`src/rtl/dcache_ctrl.sv`:
```
// -----------------------------------------------------------------------------
// dcache_ctrl
//
// Direct-mapped, write-back, write-allocate data cache for an 8-bit CPU.
// It sits between the CPU datapath and a 32-bit-block data memory. Each of
// the SETS lines holds one 4-byte block.
//
// Load/store hits finish in the access cycle. On a miss, a small memory FSM
// runs: it writes back a dirty victim first if needed, then allocates the
// new block. After one UPDATE cycle it returns to IDLE, where the held
// access replays as a hit.
//
// Optional feature: define CACHE_STATS_EN to add the HIT_COUNT and
// MISS_COUNT statistics outputs. With the macro undefined, those ports and
// their counters do not exist.
//
// Ports
//   CLK            in   1   clock, all state updates on posedge
//   RESET          in   1   asynchronous, active-low reset
//   READ           in   1   CPU load request, held until BUSYWAIT low
//   WRITE          in   1   CPU store request, held until BUSYWAIT low
//   ADDRESS        in   8   byte address {tag[7:5], index[4:2], offset[1:0]}
//   WRITEDATA      in   8   store data
//   READDATA       out  8   load data (0 when READ is low)
//   BUSYWAIT       out  1   stall CPU / inhibit register write
//   MEM_READ       out  1   memory block read strobe
//   MEM_WRITE      out  1   memory block write strobe
//   MEM_ADDRESS    out  6   block address {tag, index}
//   MEM_WRITEDATA  out  32  victim block, byte 0 in [7:0]
//   MEM_READDATA   in   32  fetched block, byte 0 in [7:0]
//   MEM_BUSYWAIT   in   1   memory busy
//   HIT_COUNT      out  16  saturating hit counter   (CACHE_STATS_EN only)
//   MISS_COUNT     out  16  saturating miss counter  (CACHE_STATS_EN only)
//
// Handshakes (valid/ready)
//   CPU side:
//     READ/WRITE is the request valid; BUSYWAIT low is ready.
//     A request completes on the posedge where it is high and BUSYWAIT is
//     low. The CPU holds ADDRESS/WRITEDATA stable while BUSYWAIT is high.
//   Memory side:
//     MEM_READ/MEM_WRITE is valid; MEM_BUSYWAIT low is ready.
//     A transfer completes on the first posedge with the strobe high and
//     MEM_BUSYWAIT low. Strobe, MEM_ADDRESS and MEM_WRITEDATA hold until
//     then, and the two strobes are never high together.
// -----------------------------------------------------------------------------
module dcache_ctrl #(
    parameter int SETS  = 8,
    parameter int IDX_W = 3,
    parameter int TAG_W = 3
) (
    input  logic                   CLK,
    input  logic                   RESET,
    input  logic                   READ,
    input  logic                   WRITE,
    input  logic [7:0]             ADDRESS,
    input  logic [7:0]             WRITEDATA,
    output logic [7:0]             READDATA,
    output logic                   BUSYWAIT,
    output logic                   MEM_READ,
    output logic                   MEM_WRITE,
    output logic [TAG_W+IDX_W-1:0] MEM_ADDRESS,
    output logic [31:0]            MEM_WRITEDATA,
    input  logic [31:0]            MEM_READDATA,
    input  logic                   MEM_BUSYWAIT
`ifdef CACHE_STATS_EN
    ,
    output logic [15:0]            HIT_COUNT,
    output logic [15:0]            MISS_COUNT
`endif
);

    // Controller state. Exposed as a named signal so that checkers can be
    // bound to it.
    typedef enum logic [1:0] {
        IDLE      = 2'd0,
        WRITEBACK = 2'd1,
        ALLOCATE  = 2'd2,
        UPDATE    = 2'd3
    } state_t;

    state_t state;

    // Storage. Only valid/dirty are reset; data and tags are qualified by
    // valid.
    logic [31:0]      line_mem [SETS];
    logic [TAG_W-1:0] tag_mem  [SETS];
    logic [SETS-1:0]  valid;
    logic [SETS-1:0]  dirty;

    // Address fields are decoded live from the CPU address.
    logic [TAG_W-1:0] tag;
    logic [IDX_W-1:0] idx;
    logic [1:0]       offset;

    assign tag    = ADDRESS[7 -: TAG_W];
    assign idx    = ADDRESS[IDX_W+1:2];
    assign offset = ADDRESS[1:0];

    logic access;
    logic hit;
    logic write_hit;
    logic fill_done;

    // Index and tag of the block in flight. These come from the registered
    // memory address, so a line fill lands where the transfer was aimed.
    logic [IDX_W-1:0] xfer_idx;
    logic [TAG_W-1:0] xfer_tag;

    assign access    = READ | WRITE;
    assign hit       = valid[idx] && (tag_mem[idx] == tag);

    // READ together with WRITE counts as a store, because WRITE alone
    // decides whether the line is written.
    assign write_hit = (state == IDLE) && WRITE && hit;
    assign fill_done = (state == ALLOCATE) && !MEM_BUSYWAIT;

    assign xfer_idx  = MEM_ADDRESS[IDX_W-1:0];
    assign xfer_tag  = MEM_ADDRESS[IDX_W +: TAG_W];

    // -------------------------------------------------------------------------
    // CPU-facing outputs
    // -------------------------------------------------------------------------
    logic [31:0] sel_line;
    logic [7:0]  rd_byte;

    assign sel_line = line_mem[idx];

    always_comb begin
        rd_byte = 8'h00;
        case (offset)
            2'd0: rd_byte = sel_line[7:0];
            2'd1: rd_byte = sel_line[15:8];
            2'd2: rd_byte = sel_line[23:16];
            2'd3: rd_byte = sel_line[31:24];
            default: rd_byte = 8'h00;
        endcase
    end

    // Both outputs are forced low while reset is asserted. Otherwise a
    // request still held during reset would see every line invalid and
    // raise BUSYWAIT.
    assign READDATA = (RESET && READ) ? rd_byte : 8'h00;

    // BUSYWAIT rises in the same cycle as a miss is seen in IDLE, and stays
    // high through every non-IDLE state, including UPDATE.
    assign BUSYWAIT = RESET && ((state != IDLE) || (access && !hit));

    // -------------------------------------------------------------------------
    // Controller FSM
    // Owns state, valid/dirty and the registered memory strobes, address
    // and write data.
    // -------------------------------------------------------------------------
    always_ff @(posedge CLK or negedge RESET) begin
        if (!RESET) begin
            state         <= IDLE;
            valid         <= '0;
            dirty         <= '0;
            MEM_READ      <= 1'b0;
            MEM_WRITE     <= 1'b0;
            MEM_ADDRESS   <= '0;
            MEM_WRITEDATA <= '0;
        end else begin
            case (state)
                IDLE: begin
                    if (access && !hit) begin
                        if (valid[idx] && dirty[idx]) begin
                            state         <= WRITEBACK;
                            MEM_WRITE     <= 1'b1;
                            MEM_ADDRESS   <= {tag_mem[idx], idx};
                            MEM_WRITEDATA <= line_mem[idx];
                        end else begin
                            state       <= ALLOCATE;
                            MEM_READ    <= 1'b1;
                            MEM_ADDRESS <= {tag, idx};
                        end
                    end else if (write_hit) begin
                        dirty[idx] <= 1'b1;
                    end
                end

                WRITEBACK: begin
                    if (!MEM_BUSYWAIT) begin
                        // Memory now matches the victim line, so it is
                        // clean. If the request was dropped mid-miss, stop
                        // here and do not allocate.
                        MEM_WRITE       <= 1'b0;
                        dirty[xfer_idx] <= 1'b0;
                        if (access) begin
                            state       <= ALLOCATE;
                            MEM_READ    <= 1'b1;
                            MEM_ADDRESS <= {tag, idx};
                        end else begin
                            state <= IDLE;
                        end
                    end
                end

                ALLOCATE: begin
                    if (!MEM_BUSYWAIT) begin
                        MEM_READ        <= 1'b0;
                        valid[xfer_idx] <= 1'b1;
                        dirty[xfer_idx] <= 1'b0;
                        state           <= UPDATE;
                    end
                end

                UPDATE: begin
                    // Single settling cycle. The held request replays as a
                    // hit in IDLE.
                    state <= IDLE;
                end

                default: begin
                    state <= IDLE;
                end
            endcase
        end
    end

    // -------------------------------------------------------------------------
    // Data and tag arrays (no reset)
    // A line fill and a store hit cannot coincide: they need different
    // states.
    // -------------------------------------------------------------------------
    always_ff @(posedge CLK) begin
        if (fill_done) begin
            line_mem[xfer_idx] <= MEM_READDATA;
            tag_mem[xfer_idx]  <= xfer_tag;
        end else if (write_hit) begin
            line_mem[idx][{offset, 3'b000} +: 8] <= WRITEDATA;
        end
    end

`ifdef CACHE_STATS_EN
    // -------------------------------------------------------------------------
    // Hit/miss statistics
    // The IDLE cycle right after UPDATE is the replay of an access that was
    // already counted as a miss, so it does not count as a hit.
    // -------------------------------------------------------------------------
    logic after_update;

    always_ff @(posedge CLK or negedge RESET) begin
        if (!RESET) begin
            HIT_COUNT    <= 16'h0000;
            MISS_COUNT   <= 16'h0000;
            after_update <= 1'b0;
        end else begin
            after_update <= (state == UPDATE);

            if ((state == IDLE) && access && hit && !after_update &&
                (HIT_COUNT != 16'hFFFF)) begin
                HIT_COUNT <= HIT_COUNT + 16'd1;
            end

            if ((state == IDLE) && access && !hit &&
                (MISS_COUNT != 16'hFFFF)) begin
                MISS_COUNT <= MISS_COUNT + 16'd1;
            end
        end
    end
`else
    // Statistics counters are not built in this configuration.
`endif

endmodule
```
`config.mk`:
```
export PLATFORM = sky130hd
export DESIGN_NAME = dcache_ctrl
export DESIGN_NICKNAME = d
export VERILOG_FILES = /design/src/rtl/dcache_ctrl.sv
export SDC_FILE = /design/constraint.sdc
export NUM_CORES = 1
export LEC_CHECK = 0
export ABC_AREA = 0
export BUFFER_PORTS_ARGS = -buffer_cell sky130_fd_sc_hd__buf_2
export CAP_MARGIN = 10
export CELL_PAD_IN_SITES_DETAIL_PLACEMENT = 2
export CELL_PAD_IN_SITES_GLOBAL_PLACEMENT = 2
export CORE_ASPECT_RATIO = 0.7
export CORE_MARGIN = 1.5
export CORE_UTILIZATION = 40
export DETAILED_ROUTE_END_ITERATION = 12
export GPL_ROUTABILITY_DRIVEN = 0
export PLACE_DENSITY = 0.8
export SKIP_CTS_REPAIR_TIMING = 1
export SLEW_MARGIN = 20
export SYNTH_ARGS = -nofsm -noshare
export SYNTH_HDL_FRONTEND = slang
export SYNTH_SLANG_ARGS = --single-unit
```
`constraint.sdc`:
```
create_clock -name CLK -period 2.85 [get_ports CLK]
set_input_delay 0.1425 -clock CLK [delete_from_list [all_inputs] [get_ports CLK]]
set_output_delay 0.1425 -clock CLK [all_outputs]
set_load 0.05 [all_outputs]
```
Word level (Yosys, flattened, before mapping)
Memory sizes are Yosys's and may differ from the RTL's.
Index checks and enable logic that the tools add are counted.
Storage, ports and cells
  register bits: 58
  memory bits (writable): 280
  bits of input ports: 53
  output and inout bits: 49
  memories: 2
Operators by class
  add/subtract/negate cells: 1
  magnitude comparators: 4
  equality and inequality tests: 16
  shifts and indexed selects: 2
  muxes and demuxes: 42
  bitwise gates (word level): 6
  reductions and logical operators: 28
Memory list
  line_mem: depth 8, width 32, read ports 1, clocked after Yosys merged registers in 0, wr ports 1, RTL line 85  | logic [31:0] line_mem [SETS];
  tag_mem: depth 8, width 3, read ports 1, clocked after Yosys merged registers in 0, wr ports 1, RTL line 86  | logic [TAG_W-1:0] tag_mem [SETS];
Operators with widths (number)
  $mux 32: 3
  $mux 8: 4
  $pmux 8 s4: 1
  $reduce_or 32->1: 1
  $shift 8x7->32 const A: 1
  $shiftx 8x7->32: 1
  $mux 6: 4
  $or 8x8->8: 2
  $pmux 8 s2: 1
  $mux 1: 15
  $ne 2x2->1 const B: 7
  $pmux 6 s2: 1
  $reduce_and 4->1: 3
  $logic_and 1x1->1: 10
  $mux 2: 5
  $and 8x8->8: 1
  $eq 2x2->1 const B: 4
  $lt 3x4->1 const B: 2
  $not 8->8: 1
  $pmux 2 s4: 1
  $neg 5->7: 1
  $bmux 1 s3: 2
  $demux 1 s3: 2
  $ge 3x1->1 const B: 2
  17 further kinds: 24

Longest topological paths before layout
Gate-level depths: netlist of run 1.
  word-level depth: 9
  depth in mapped cells: 12

Worst setup path after synthesis of run 1
Ideal clock, no wire load.
  path type: input -> output
  start: input ADDRESS[2]
  end: output READDATA[4]
  data arrival time: 3.091 ns
  required time: 2.707 ns
  slack: -0.384 ns
  cell stages on the path: 12
  cells stage by stage: buf_6 > buf_6 > buf_6 > buf_2 > buf_2 > buf_2 > clkbuf_1 > a22o_1 > nand2_1 > o221ai_1 > nor2_1 > a211oi_1
On the way
  longest elaborated chain between the ends: 3
Ends and longest elaborated chain
  start, declared: RTL line 55  | input logic [7:0] ADDRESS,
  $mem_v2 8x32
  $pmux 8 s4: RTL line 130  | case (offset)
  $mux 8: RTL line 142  | assign READDATA = (RESET && READ) ? rd_byte : 8'h00;
  end, declared: RTL line 57  | output logic [7:0] READDATA,
Every way passes these cells.

Worst setup path after layout of run 1
  start: memory line_mem[7][13]
  end: output READDATA[5]
On the way
  longest elaborated chain between the ends: 3
Ends and longest elaborated chain (RTL line)
  start, declared: 85
  $mem_v2 8x32
  $pmux 8 s4: 130
  $mux 8: 142
Every way passes these cells.

==> PnR_summary.wiki, run 1 <==
{| class="wikitable"
! Metric !! Value
|-
| Class of the most critical hold timing path || input port to register
|-
| CTS root buffer || sky130_fd_sc_hd__clkbuf_16
|-
| Worst hold margin || 49.8 ps
|-
| Sort of element at the end of the critical path || primary output
|-
| Post-synth cell types || 60
|-
| GRT Total Usage || 33.0%
|-
| Area overhead of the layout relative to synthesis || 31.0%
|-
| Total length of routed wires || 67500 µm
|-
| Mean post-synth cell area || 15.3 µm²
|-
| Post-detailed-route wirelength per cell || 39.7 µm
|-
| Met1 wire length || 26300 µm
|-
| Final hold viol count || 0
|-
| Register area share after synthesis || 67.0%
|-
| Max transition margin || 30.0%
|-
| Initial DRC count || 1494
|-
| Count of filler cells inserted in the layout || 3180
|-
| Count of nets after finishing || 1256
|-
| H-tree lvl count || 2
|-
| Highest attainable clock frequency || 311 MHz
|-
| Fraction of layout cells with a size suffix above 1 || 43.8%
|-
| Post-synth top area share || 57.1%
|-
| Num Clock Sinks || 338
|-
| Most used DFF post-synth || sky130_fd_sc_hd__edfxtp_1
|-
| #FFs+latches synth || 338
|-
| Post-route fraction of the period consumed by the critical path || 113%
|-
| Final setup violation count || 428
|-
| Drc violations || 0
|-
| Layout Skew || 28.6 ps
|-
| Run status || complete, but fails checks
|-
| Most used standard cells in the synthesized netlist || 280 x sky130_fd_sc_hd__edfxtp_1, 65 x sky130_fd_sc_hd__nor2_1, 58 x sky130_fd_sc_hd__dfrtp_1
|-
| Post-layout instance area || 0.0193 mm²
|-
| Clock Tree Buf Depth || 3
|-
| Clock latency on the worst-skew pair || 560 ps
|-
| Average vias per placed instance || 6.44
|-
| Number of enable-type register cells in the synthesized netlist || 280
|-
| Biggest area contributors in the synthesized netlist || sky130_fd_sc_hd__edfxtp_1 57%, sky130_fd_sc_hd__dfrtp_1 9.9%, sky130_fd_sc_hd__mux4_2 5.1%, sky130_fd_sc_hd__mux2_2 3.4%, sky130_fd_sc_hd__mux2_4 2.6%
|-
| Detail Placement HPWL || 39800 µm
|-
| Multi-input gate area || 0.00508 mm²
|-
| Count of warnings emitted by yosys || 0
|-
| Category of the most critical setup path || register to primary output
|-
| Total die area || 0.0380 mm²
|-
| Top Ports || 102
|-
| Maximum ir drop on the vdd rail || 0.337 mV
|-
| Final number of max-transition violations || 0
|-
| Antenna diodes || 0
|-
| Maximum number of pins on one net before global-route repair || 59
|-
| Most numerous cell in the Yosys netlist || sky130_fd_sc_hd__edfxtp_1
|-
| Met2 wire length || 31700 µm
|-
| Total via count after detailed routing || 11000
|-
| Leftover overflow at the end of global routing || 0
|-
| Die H || 163 µm
|-
| Length of routed met3 wiring || 6440 µm
|-
| Arrival time worst endpoint || 3070 ps
|-
| Final total negative setup slack || -57880 ps
|-
| Share of synthesized registers carrying an async set or reset || 17.2%
|-
| Number of buffers created by CTS || 37
|-
| CP max FO || 2
|-
| Core region area || 0.0361 mm²
|-
| Unrepaired setup endpoints after global routing || true
|-
| Wire length of the first global-routing pass || 87300 µm
|-
| TritonCTS clock tree || done
|-
| Mapped Nets || 1022
|-
| Worst-case setup margin in the final layout || -365 ps
|-
| Cell count after synthesis || 960
|-
| Static power due to leakage || 7.11 nW
|-
| Number of standard-cell rows in the floorplan || 58
|-
| Min Tclk post-route || 3210 ps
|-
| Utilization of the core after routing || 53.4%
|-
| Clock slew at reported path FFs || 60 ps
|-
| Final antenna-violating net count || 0
|-
| Horizontal die dimension || 232 µm
|-
| Setup slack after placement || -675 ps
|-
| Number of global-route vias before repair || 11200
|-
| Max cap viols || 0
|-
| Number of antenna violations at the first check in global routing || 1
|-
| Failing checks || setup timing
|-
| Kind of launch point of the worst setup path || register
|-
| Data required, critical path || 2710 ps
|-
| Total iterations of the first detailed-routing run || 7
|-
| Power per cell area || 844 mW/mm²
|-
| Max Used Layer || met4
|-
| Netlist Area Pre-Place || 0.0147 mm²
|-
| Seq. cell area || 0.00986 mm²
|-
| Tightest Pin Transition || 1040 ps
|-
| Placement-stage cell area || 0.0173 mm²
|-
| Largest area contributor in the netlist || sky130_fd_sc_hd__edfxtp_1
|-
| Port Buffer Count || 101
|-
| Starting Density || 40.8%
|}
==> through the flow <==
stage | total power [mW] | cells
2_1_floorplan | 8.82 | 960
3_3_place_gp | 10.2 | 1612
3_5_place_dp | 10.5 | 1612
4_1_cts | 15.7 | 1678
5_1_grt | 16.6 | 1701
6_report | 16.3 | 1701
==> worst paths after layout <==
| check | endpoint | start | cells after the start | slack, ps |
|---|---|---|---|---|
| min reg2reg | valid[5] | valid[5] | 1 | 500 |
| max reg2reg | MEM_ADDRESS[3] | dirty[2] | 7 | -290 |
| min in group asynchronous | MEM_WRITEDATA[8] | RESET | 3 | 410 |
| max | READDATA[5] | line_mem[7][13] | 7 | -360 |
| min | MEM_ADDRESS[5] | ADDRESS[7] | 3 | 50 |
| max in group asynchronous | valid[3] | RESET | 3 | 1850 |
==> metal layers <==
layer | up-vias | global-route usage (%)
li1 | 4184 | -
met1 | 5803 | 43.4
met2 | 775 | 52.6
met3 | 198 | 8.03
met4 | 0 | 13.3
met5 | - | 0
==> worst max-delay path, cell delays in order, from the launching register on <==
cell                       delay, ps
sky130_fd_sc_hd__edfxtp_1        420
sky130_fd_sc_hd__mux4_2          490
sky130_fd_sc_hd__mux2_4          340
sky130_fd_sc_hd__a222oi_1        620
sky130_fd_sc_hd__nor2_1          190
sky130_fd_sc_hd__a21oi_2         210
sky130_fd_sc_hd__nor2_2           70
sky130_fd_sc_hd__buf_6           170
==> flip-flops by register name (all words and copies together), names as in the netlist <==
name and cells:
tag_mem 24, MEM_ADDRESS 6, line_mem 256, dirty 8, MEM_READ 1, state 2
valid 8, MEM_WRITE 1, MEM_WRITEDATA 32
==> placed cells by master (no fill, tap or decap), types with 9 or more instances in the layout <==
master                      count
sky130_fd_sc_hd__mux2i_1       30
sky130_fd_sc_hd__buf_4         93
sky130_fd_sc_hd__a22oi_1       17
sky130_fd_sc_hd__buf_2         94
sky130_fd_sc_hd__nor3_1         9
sky130_fd_sc_hd__buf_6         17
sky130_fd_sc_hd__nand3_1       33
sky130_fd_sc_hd__a22o_1         9
sky130_fd_sc_hd__a21oi_1       18
sky130_fd_sc_hd__nand2_1       30
sky130_fd_sc_hd__buf_12        44
sky130_fd_sc_hd__o21ai_2       16
sky130_fd_sc_hd__nor2_4        29
sky130_fd_sc_hd__nor2b_1       13
sky130_fd_sc_hd__a211oi_2       9
sky130_fd_sc_hd__o21ai_4       13
sky130_fd_sc_hd__mux4_2        33
sky130_fd_sc_hd__edfxtp_1     280
sky130_fd_sc_hd__inv_1         46
sky130_fd_sc_hd__nor2_1        32
sky130_fd_sc_hd__mux2_4        35
sky130_fd_sc_hd__a221oi_1      11
sky130_fd_sc_hd__mux2_2        34
sky130_fd_sc_hd__o21ai_0       15
sky130_fd_sc_hd__or2_2         10
sky130_fd_sc_hd__clkbuf_16     39
sky130_fd_sc_hd__dfrtp_1       58
sky130_fd_sc_hd__ha_1           9
==> report_power, final <==
part / internal [mW] / total, mW / switching [mW] / leakage, nW
sequential: 6.04 / 6.54 / 0.501 / 3.27
combinational: 1.58 / 4.57 / 3.00 / 3.24
clock: 2.92 / 5.15 / 2.23 / 0.599
total: 10.5 / 16.3 / 5.73 / 7.11
==> cells by family (layout without fill, tap and decap cells) <==
| family | Yosys count | count (layout) | share of synthesized area, % |
|---|---|---|---|
| flip-flops | 338 | 338 | 67.0 |
| AND/OR/NAND/NOR | 191 | 191 | 6.45 |
| AO/OA/AOI/OAI | 177 | 177 | 8.72 |
| multiplexers | 137 | 137 | 13.3 |
| buffers and inverters | 106 | 367 | 3.47 |
| adder cells (fa/ha/maj) | 9 | 9 | 0.765 |
| XOR/XNOR | 2 | 2 | 0.247 |
==> layout make-up <==
type	count	share of cell area, %
Tap cell	480	3.12
Clock buffer	49	5.36
Clock inverter	17	1.02
Inverter	47	0.915
Multi-Input combinational cell	516	26.4
Timing Repair Buffer	254	12.1
Sequential cell	338	51.2
Note: power is estimated with default switching activity, not from simulation.
==> run 2: changes to the inputs <==
--- a/config.mk
+++ b/config.mk
@@ -10,7 +10,6 @@
 export CAP_MARGIN = 10
 export CELL_PAD_IN_SITES_DETAIL_PLACEMENT = 2
 export CELL_PAD_IN_SITES_GLOBAL_PLACEMENT = 2
-export CORE_ASPECT_RATIO = 0.7
 export CORE_MARGIN = 1.5
 export CORE_UTILIZATION = 40
 export DETAILED_ROUTE_END_ITERATION = 12
==> PnR_summary.wiki, run 2 (synthesis gave the netlist of run 1 again) <==
{| class="wikitable"
! Metric !! Value
|-
| Core region area || 0.0364 mm² (+1.0%)
|-
| Horizontal die dimension || 195 µm (-16%)
|-
| Final hold viol count || 1 (+1)
|-
| Critical-path cell list || mux2_4 -> o2bb2ai_4 -> or3_4 -> a21o_4 -> nor4_4 -> buf_12 -> buf_4 -> mux2i_4 -> buf_12 -> nor2_4
|-
| Total length of routed wires || 60700 µm (-9.9%)
|-
| Failing checks || hold timing, setup timing
|-
| Number of antenna violations at the first check in global routing || 0 (-1)
|-
| Fraction of layout cells with a size suffix above 1 || 42.3% (-1.5 points)
|-
| Power per cell area || 816 mW/mm² (-3.3%)
|-
| Min Tclk post-route || 3060 ps (-157 ps)
|-
| Portion of total power attributed to sequential cells || 41.8% (+1.6 points)
|-
| Largest register FFs || 256 (unchanged)
|-
| Static power due to leakage || 7.04 nW (-0.90%)
|-
| Total chip power || 15.6 mW (-4.3%)
|-
| Combinational Power Share || 28.3% (+0.2 points)
|-
| Met2 wire length || 30000 µm (-5.4%)
|-
| Total iterations of the first detailed-routing run || 7 (unchanged)
|-
| Number of global-route vias before repair || 11200 (-0.27%)
|-
| Sum of buffers and inverters on the critical path || 3 (+2)
|-
| Commonest non-fill, non-tap cells in the layout || 280 x sky130_fd_sc_hd__edfxtp_1, 109 x sky130_fd_sc_hd__buf_4, 95 x sky130_fd_sc_hd__buf_2
|-
| Clock Tree Buf Depth || 3 (unchanged)
|-
| Worst-case setup margin in the final layout || -208 ps (+157 ps)
|-
| Leading cell type in the layout, fill and taps excluded || sky130_fd_sc_hd__edfxtp_1
|-
| Post-detailed-route wirelength per cell || 35.8 µm (-9.7%)
|-
| Total via count after detailed routing || 10400 (-4.9%)
|-
| Maximum ir drop on the vdd rail || 0.372 mV (+10%)
|-
| Max transition margin || 32.0% (+2.0 points)
|-
| Total net switching power || 5.38 mW (-6.0%)
|-
| Post-route fraction of the period consumed by the critical path || 107% (-5.5 points)
|-
| Total die area || 0.0379 mm² (about the same)
|-
| H-tree lvl count || 2 (unchanged)
|-
| Leftover overflow at the end of global routing || 0 (unchanged)
|-
| Initial DRC count || 1016 (-32%)
|-
| Setup slack after placement || -584 ps (+91.1 ps)
|-
| Top Ports || 102 (unchanged)
|-
| Slowest Stage Delay on Critical Path || 420 ps (-200 ps)
|-
| Detail Placement HPWL || 39900 µm (+0.31%)
|-
| Largest regs || line_mem x256, MEM_WRITEDATA x32, tag_mem x24
|-
| Data required, critical path || 3040 ps (+330 ps)
|-
| Unrepaired setup endpoints after global routing || true
|-
| Kind of launch point of the worst setup path || register
|-
| Maximum number of pins on one net before global-route repair || 59 (unchanged)
|-
| Number of buffers created by CTS || 37 (unchanged)
|-
| Clock share of power || 29.9% (-1.8 points)
|-
| CTS root buffer || sky130_fd_sc_hd__clkbuf_16
|-
| Area overhead of the layout relative to synthesis || 29.6%
|-
| Sort of element at the end of the critical path || register
|-
| Worst hold margin || -1.43 ps (-51.2 ps)
|-
| Max cap viols || 0 (unchanged)
|-
| Layout Skew || 15.9 ps (-12.7 ps)
|-
| Arrival time worst endpoint || 3240 ps (+170 ps)
|-
| Die H || 195 µm (+19%)
|-
| Class of the most critical hold timing path || input port to register
|-
| Number of standard-cell rows in the floorplan || 70 (+21%)
|-
| CP max stage cell || sky130_fd_sc_hd__edfxtp_1
|-
| Most flop-heavy register || line_mem
|-
| Category of the most critical setup path || register to register
|-
| Final antenna-violating net count || 0 (unchanged)
|-
| Final number of max-transition violations || 0 (unchanged)
|-
| Antenna diodes || 0 (unchanged)
|-
| Count of nets after finishing || 1264 (+0.64%)
|-
| Length of routed met3 wiring || 4310 µm (-33%)
|-
| CP max FO || 9 (+7)
|-
| Drc violations || 0 (unchanged)
|-
| Average vias per placed instance || 6.15 (-4.6%)
|-
| TritonCTS clock tree || done
|-
| Top cell by count, worst path || sky130_fd_sc_hd__buf_12
|-
| Total internal power || 10.2 mW (-3.3%)
|-
| Wire length of the first global-routing pass || 83800 µm (-4.0%)
|-
| Final setup violation count || 346 (-19%)
|-
| Highest attainable clock frequency || 327 MHz (+5.1%)
|-
| Run status || complete, but fails checks
|-
| Proportion of total power due to net switching || 34.6% (-0.65 points)
|-
| Tightest Pin Transition || 1020 ps (-18.8 ps)
|-
| Clock latency on the worst-skew pair || 540 ps (-20 ps)
|-
| Met1 wire length || 24000 µm (-9.0%)
|-
| Num Clock Sinks || 338 (unchanged)
|-
| Count of filler cells inserted in the layout || 3272 (+2.9%)
|-
| Port Buffer Count || 101 (unchanged)
|-
| Clock slew at reported path FFs || 70 ps (about the same)
|-
| Max Used Layer || met4
|-
| GRT Total Usage || 31.0% (-2.0 points)
|-
| Crit-path leading delay family || simple AND/OR/NAND/NOR gates
|-
| Starting Density || 40.4% (-0.41 points)
|}
==> run 2: cell types whose count changed in the layout (fill, tap and decap cells not counted), moves of 3 or more <==
cell	previous run	this run
sky130_fd_sc_hd__buf_4	93	109
sky130_fd_sc_hd__o21ai_0	15	19
sky130_fd_sc_hd__bufinv_16	4	1
sky130_fd_sc_hd__clkinv_1	4	8
sky130_fd_sc_hd__mux2_4	35	30
sky130_fd_sc_hd__buf_6	17	12
sky130_fd_sc_hd__clkinv_2	6	3
sky130_fd_sc_hd__o21ai_4	13	9
sky130_fd_sc_hd__clkbuf_8	4	0
sky130_fd_sc_hd__mux2_2	34	39
sky130_fd_sc_hd__clkbuf_1	7	13
sky130_fd_sc_hd__buf_8	3	0
==> run 2: worst reg2reg max path: stages (launching register included) <==
cell                        delay [ps]
sky130_fd_sc_hd__edfxtp_1          420
sky130_fd_sc_hd__mux2_4            300
sky130_fd_sc_hd__o2bb2ai_4         160
sky130_fd_sc_hd__or3_4             420
sky130_fd_sc_hd__a21o_4            250
sky130_fd_sc_hd__nor4_4            200
sky130_fd_sc_hd__buf_12            200
sky130_fd_sc_hd__buf_4             150
sky130_fd_sc_hd__mux2i_4            80
sky130_fd_sc_hd__buf_12            210
sky130_fd_sc_hd__nor2_4            310
==> run 2: worst paths after layout <==
check	startpoint	endpoint	slack [ps]	depth (start not counted)
worst max-delay path	tag_mem[5][0]	line_mem[4][14]	-210	10
worst min-delay path	ADDRESS[7]	MEM_ADDRESS[5]	-1	3
worst max register to register	tag_mem[5][0]	line_mem[4][14]	-210	10
worst min register to register	valid[0]	valid[0]	490	1
max in group asynchronous	RESET	MEM_WRITEDATA[22]	1920	3
min in group asynchronous	RESET	MEM_ADDRESS[5]	390	3
==> run 2: final cells by class <==
type | instances | area [µm²] | area share (%)
clock buffers | 52 | 1020 | 5.37
well taps | 468 | 586 | 3.07
multi-input cells | 516 | 4990 | 26.2
clock inverters | 13 | 83.8 | 0.440
inverters | 47 | 176 | 0.925
repair buffers | 262 | 2350 | 12.3
flip-flops and latches | 338 | 9860 | 51.7
==> run 2: power groups by stage <==
| stage | Clock [mW] | Combinational [mW] | Sequential (mW) |
|---|---|---|---|
| floorplan | 0 | 1.79 | 7.03 |
| global placement | 0 | 3.85 | 6.44 |
| detailed placement | 0 | 4.07 | 6.53 |
| CTS | 4.69 | 4.15 | 6.46 |
| global route | 4.87 | 4.53 | 6.54 |
| finish | 4.66 | 4.40 | 6.51 |
==> run 2: layer usage <==
layer  global-route usage, %  vias up
met5                       0        -
met4                    12.2        0
met3                    5.29      148
met2                    51.7      600
met1                    40.4     5491
li1                        -     4185
==> run 2: per-stage QoR <==
| step | util (%) | hold WS, ps | setup TNS (ps) | area, µm² | cells |
|---|---|---|---|---|---|
| 5_1_grt | 52.3 | 8.15 | -42760 | 19100 | 1696 |
| 3_5_place_dp | 47.8 | 426 | -144780 | 17400 | 1618 |
| 3_3_place_gp | 47.8 | 408 | -44640 | 17400 | 1618 |
| 6_report | 52.3 | -1.43 | -36840 | 19100 | 1696 |
| 2_1_floorplan | - | -153 | -15340 | 15000 | 960 |
| 4_1_cts | 50.9 | -122 | -165020 | 18500 | 1683 |
